### config.mk
export PLATFORM = sky130hd
export DESIGN_NAME = sensor_pkt_spi_master
export DESIGN_NICKNAME = d
export VERILOG_FILES = /design/src/rtl/sensor_pkt_spi_master.sv
export SDC_FILE = /design/constraint.sdc
export NUM_CORES = 1
export LEC_CHECK = 0
export BUFFER_PORTS_ARGS = -buffer_cell sky130_fd_sc_hd__clkbuf_2
export CAP_MARGIN = 25
export CORE_MARGIN = 4
export CORE_UTILIZATION = 52
export DETAILED_ROUTE_END_ITERATION = 8
export PLACE_DENSITY = 0.81
export SETUP_SLACK_MARGIN = 0.1
export SYNTH_ARGS = -nofsm -noshare
export SYNTH_HDL_FRONTEND = slang
export SYNTH_SLANG_ARGS = --single-unit
### constraint.sdc
create_clock -name clk -period 2.2 [get_ports clk]
set_clock_uncertainty 0.15 [all_clocks]
set_input_delay 0.22 -clock clk [delete_from_list [all_inputs] [get_ports clk]]
set_output_delay 0.22 -clock clk [all_outputs]
set_load 0.01 [all_outputs]
### src/rtl/sensor_pkt_spi_master.sv
`default_nettype none
// ============================================================================
// sensor_pkt_spi_master : SPI mode-0 master that reads 16-byte sensor packets
// and acknowledges with load. Optional macro: PKT_HDR_CHECK_EN. Revision 1.0
// ============================================================================
module sensor_pkt_spi_master #(
  parameter int CLK_DIV     = 4,
  parameter int LOAD_CYCLES = 8,
  parameter int ACK_TIMEOUT = 1024
) (
  input  logic               clk,
  input  logic               rst_n,
  input  logic               en,
  output logic               sck,
  output logic               sdo,
  input  logic               sdi,
  input  logic               done,
  output logic               load,
  output logic               busy,
  output logic signed [15:0] quat_w,
  output logic signed [15:0] quat_x,
  output logic signed [15:0] quat_y,
  output logic signed [15:0] quat_z,
  output logic signed [15:0] gyro_x,
  output logic signed [15:0] gyro_y,
  output logic signed [15:0] gyro_z,
  output logic               quat_valid,
  output logic               gyro_valid,
  output logic               pkt_valid,
  output logic               hdr_err,
  output logic               ack_err
);

  // Without the header check the header byte simply falls off the top.
`ifdef PKT_HDR_CHECK_EN
  localparam int SR_W = 128;
`else
  localparam int SR_W = 120;
`endif
  localparam logic [7:0]  DIV_LAST  = 8'(CLK_DIV - 1);
  localparam logic [15:0] LOAD_LAST = 16'(LOAD_CYCLES - 1);
  localparam logic [15:0] ACK_LAST  = 16'(ACK_TIMEOUT - 1);

  typedef enum logic [2:0] {IDLE, SHIFT, CHECK, ACK, WAIT_CLR} state_t;

  state_t          state, state_nx;
  logic            done_meta, done_s;
  logic [7:0]      div_cnt, div_cnt_nx;
  logic [6:0]      bit_cnt, bit_cnt_nx;
  logic [15:0]     cnt, cnt_nx;
  logic [SR_W-1:0] sr, sr_nx;
  logic            sck_nx, load_nx, accept;
  logic            pkt_valid_nx, hdr_err_nx, ack_err_nx;

  assign sdo = 1'b0;

  always_ff @(posedge clk or negedge rst_n) begin
    if (!rst_n) begin
      done_meta <= 1'b0;
      done_s    <= 1'b0;
    end else begin
      done_meta <= done;
      done_s    <= done_meta;
    end
  end

  always_comb begin
`ifdef PKT_HDR_CHECK_EN
    accept = (sr[127:120] == 8'hAA);
`else
    accept = 1'b1;
`endif
  end

  always_comb begin
    state_nx     = state;
    div_cnt_nx   = div_cnt;
    bit_cnt_nx   = bit_cnt;
    cnt_nx       = cnt;
    sr_nx        = sr;
    sck_nx       = sck;
    load_nx      = load;
    pkt_valid_nx = 1'b0;
    hdr_err_nx   = 1'b0;
    ack_err_nx   = 1'b0;
    case (state)
      IDLE: begin
        sck_nx  = 1'b0;
        load_nx = 1'b0;
        if (en && done_s) begin
          state_nx   = SHIFT;
          div_cnt_nx = 8'd0;
          bit_cnt_nx = 7'd0;
        end
      end
      SHIFT: begin
        if (div_cnt == DIV_LAST) begin
          div_cnt_nx = 8'd0;
          sck_nx     = ~sck;
          // End of a high phase: capture before sck falls.
          if (sck) begin
            sr_nx      = {sr[SR_W-2:0], sdi};
            bit_cnt_nx = bit_cnt + 7'd1;
            if (bit_cnt == 7'd127) state_nx = CHECK;
          end
        end else begin
          div_cnt_nx = div_cnt + 8'd1;
        end
      end
      CHECK: begin
        pkt_valid_nx = accept;
        hdr_err_nx   = ~accept;
        load_nx      = 1'b1;
        cnt_nx       = 16'd0;
        state_nx     = ACK;
      end
      ACK: begin
        if (cnt == LOAD_LAST) begin
          load_nx  = 1'b0;
          cnt_nx   = 16'd0;
          state_nx = WAIT_CLR;
        end else begin
          cnt_nx = cnt + 16'd1;
        end
      end
      WAIT_CLR: begin
        if (!done_s) begin
          state_nx = IDLE;
        end else if (cnt == ACK_LAST) begin
          ack_err_nx = 1'b1;
          state_nx   = IDLE;
        end else begin
          cnt_nx = cnt + 16'd1;
        end
      end
      default: state_nx = IDLE;
    endcase
  end

  always_ff @(posedge clk or negedge rst_n) begin
    if (!rst_n) begin
      state      <= IDLE;
      div_cnt    <= 8'd0;
      bit_cnt    <= 7'd0;
      cnt        <= 16'd0;
      sr         <= '0;
      sck        <= 1'b0;
      load       <= 1'b0;
      busy       <= 1'b0;
      pkt_valid  <= 1'b0;
      hdr_err    <= 1'b0;
      ack_err    <= 1'b0;
      quat_w     <= 16'sd0;
      quat_x     <= 16'sd0;
      quat_y     <= 16'sd0;
      quat_z     <= 16'sd0;
      gyro_x     <= 16'sd0;
      gyro_y     <= 16'sd0;
      gyro_z     <= 16'sd0;
      quat_valid <= 1'b0;
      gyro_valid <= 1'b0;
    end else begin
      state     <= state_nx;
      div_cnt   <= div_cnt_nx;
      bit_cnt   <= bit_cnt_nx;
      cnt       <= cnt_nx;
      sr        <= sr_nx;
      sck       <= sck_nx;
      load      <= load_nx;
      busy      <= (state_nx != IDLE);
      pkt_valid <= pkt_valid_nx;
      hdr_err   <= hdr_err_nx;
      ack_err   <= ack_err_nx;
      if (pkt_valid_nx) begin
        quat_w     <= sr[119:104];
        quat_x     <= sr[103:88];
        quat_y     <= sr[87:72];
        quat_z     <= sr[71:56];
        gyro_x     <= sr[55:40];
        gyro_y     <= sr[39:24];
        gyro_z     <= sr[23:8];
        gyro_valid <= sr[1];
        quat_valid <= sr[0];
      end
    end
  end

endmodule
`default_nettype wire

==> summary.md <==
| Metric | Value |
|---|---|
| Status | finished with violations |
| Failing checks | setup timing |
| Mux contribution to synthesized area | 0.1207 |
| Seq cells post-synth | 275 |
| CTS Sinks | 275 |
| Simple-gate share of the synthesized area | 0.1765 |
| Top-count cell post-synth | nand2_1 |
| Ant diodes | 0 |
| CTS tree | built |
| Vias in the first global route | 7763 |
| Hpwl dp | 14.32 mm |
| Synth unique cells | 49 |
| Total GRT Usage | 0.1914 |
| Post-synth top area share | 0.6319 |
| Sequential area share after synthesis | 0.6319 |
| Synthesis Warnings | 0 |
| Share of cells above drive strength 1 | 0.3203 |
| RSZ-0062 raised after global routing | true |
| Final net count | 1161 |
| H-tree Lvls | 1 |
| Skew-Pair Late Insertion Delay | 0.55 ns |
| Max-cap violation count | 0 |
| PortBufs | 123 |
| Async S/R FF share, synth | 1.000 |
| Largest delay share family, worst path | simple AND/OR/NAND/NOR gates |
| Initial Utilization | 0.5331 |
| Crit-path cells | or4_4 -> or4_4 -> a31oi_4 -> nor2_2 -> a221o_1 |
| DRC violation count after routing | 0 |
| Minimum clock period | 2.301 ns |
| Count of final setup violators | 15 |
| Post-Syn Area per Cell | 11.05 µm² |
| Finished Layout Cells | 1444 |
| Final RePlAce weighted congestion | 0.8227 |
| Pwr Density | 764.3 nW/µm² |
| Initial antenna violation count | 0 |
| Largest family of logic cells by synthesized area | simple AND/OR/NAND/NOR gates |
| Synth cell count leaders | nand2_1 (375), dfrtp_1 (275), mux2_2 (115) |
| Vias per cell | 5.240 |
| Data arrival time of the worst path | 2.58 ns |
| Post-DRT Antenna Nets | 0 |
| Max Slew Vio Count | 0 |
| Area Overhead vs Synth | 23.13% |
| Synth Area in XOR/XNOR | 0.008042 |
| Core footprint | 20430 µm² |
| Post-route setup TNS | -1.251 ns |
| Total power | 10.25 mW |
| Max stage delay on crit path | 0.57 ns |
| Ys flop type | dfrtp_1 |
| Cells after DPL | 1379 |
| Die Wd | 152.7 µm |
| Synth Area in Compound Gates | 0.03550 |
| Fin. Hold Viols | 0 |
| Min setup slack post-route | -0.1007 ns |
| Worst path slowest cell | or4_4 |
| Top area cells in the synthesized netlist | dfrtp_1 (63%), nand2_1 (13%), mux2_2 (12%) |
| Vias | 7567 |
| Row cnt | 52 |
| CP required | 2.48 ns |
| Kind of critical path | reg2reg |
| Peak VDD IR | 0.5220 mV |
| Leading area contributor after synthesis | dfrtp_1 |
| CTS Buf Count | 29 |
| Post-Place Setup Slack | -0.1090 ns |
| Mapped Cells | 986 |
| Total wire length | 22.52 mm |
| Count of TritonRoute iterations in the first routing pass | 4 |
| Filler cells | 1529 |
| Synthesized cell area | 10890 µm² |
| Worst-path clk slew | 0.06 ns |
| Max Freq | 434.6 MHz |
| Mean routed wirelength per cell | 15.59 µm |
| Adder-Cell Fraction of Synth Area | 0.003447 |
| 1st-iter DRT viols | 325 |
| CTS max path bufs | 3 |
| Type of element capturing the critical path | flip-flop |
| Worst hold slack | 0.05212 ns |
| I/O pins | 126 |
| EDFF count, synth | 0 |
| First-pass GRT wire length | 38.21 mm |
| CP Max Fanout | 3 |
| Root Buffer | clkbuf_16 |
| Total grt overflow | 0 |
| Hold Path Class | in2async |
| Startpoint type of the worst setup path | flip-flop |
| Post-route clock period utilization | 1.046 |
| Buf/Inv on CP | 0 |
| Largest net degree at the start of global routing | 98 |
| Die H | 152.7 µm |
| Pleak | 7.180 nW |
| Die area | 23320 µm² |
| CP dominant cell by count | or4_4 |
## metal layers
metal  up-vias  track usage  part of all wire
met1      3753       0.2611              0.43
met3        45      0.03891             0.057
met4         0      0.04667             0.020
met2       185       0.3193              0.49
met5         -            0                 0
li1       3584            -                 -
## power breakdown
| part | leakage (nW) | switching, mW | total (mW) | internal [mW] |
|---|---|---|---|---|
| Sequential | 3.79 | 0.00381 | 5.07 | 5.06 |
| Combinational | 2.90 | 0.103 | 0.129 | 0.0265 |
| Clock | 0.486 | 2.00 | 5.05 | 3.05 |
| Total | 7.18 | 2.11 | 10.2 | 8.14 |
## state kept, by name, indices dropped and copies added, names as in the netlist
signal / cells
load: 1
gyro_x: 16
gyro_valid: 1
div_cnt: 8
done_s: 1
state: 3
quat_x: 16
done_meta: 1
ack_err: 1
sr: 120
busy: 1
quat_z: 16
bit_cnt: 7
gyro_y: 16
cnt: 16
gyro_z: 16
sck: 1
quat_valid: 1
quat_y: 16
quat_w: 16
pkt_valid: 1
## metrics by stage
step                cell area (µm²)    util
floorplan                     10900       -
global placement              12170  0.5958
detailed placement            12170  0.5958
CTS                           13250  0.6484
global route                  13410  0.6564
finish                        13410  0.6564
## cell type report
type / instances / area, µm² / share of cell area
Inverter: 5 / 18.77 / 0.001400
Clock inverter: 12 / 185.2 / 0.01381
Clock buffer: 40 / 807.0 / 0.06018
Multi-Input combinational cell: 657 / 3911 / 0.2917
Sequential cell: 275 / 6883 / 0.5133
Timing Repair Buffer: 185 / 1266 / 0.09443
Tap cell: 270 / 337.8 / 0.02519
## layout by cell type (no fill, tap or decap), drive strengths merged, types with 2 or more instances in the layout
cell type and n:
mux2 115, o31ai 3, nor3 5, clkinv 4, a32o 2, dlygate4sd3 4, a211oi 5, ha 3
nand2b 2, and3 12, clkbuf 162, nor2 27, inv 8, o211ai 3, xor2 5, a21oi 15
a22o 2, and4 2, nand4 5, mux2i 2, nand3 12, or4 4, nor3b 2, conb 2
bufinv 4, or3 6, xnor2 5, buf 59, nor4 6, dfrtp 275, a31oi 2, nand2 375
o21ai 24
## cell families (layout without fill, tap and decap cells)
family / after synthesis / after routing
compound gates: 61 / 61
xor+xnor: 10 / 10
fa+ha+maj: 3 / 3
buf+inv: 55 / 242
flops: 275 / 275
mux: 117 / 117
other cells: 1 / 2
simple gates: 464 / 464
## final timing paths
kind / start / slack (ns) / end / cells after the start
setup / recovery: cnt[4] / -0.10 / cnt[10] / 5
min in group clk: done / 0.18 / done_meta / 2
setup reg to reg: cnt[4] / -0.10 / cnt[10] / 5
max in group asynchronous: rst_n / 1.16 / sr[54] / 3
hold / removal: rst_n / 0.05 / cnt[11] / 2
hold reg to reg: done_meta / 0.20 / done_s / 0
## repair_timing
item                                    CTS  global route
hold buffers                              4             0
endpoints found under the hold margin   281             0
setup buffers                             1             7
endpoints found under the setup margin   23           143
pin swaps                                 2             7
resized for setup                         9            25
gates cloned                              1             0
Note: power is estimated with default switching activity, not from simulation.
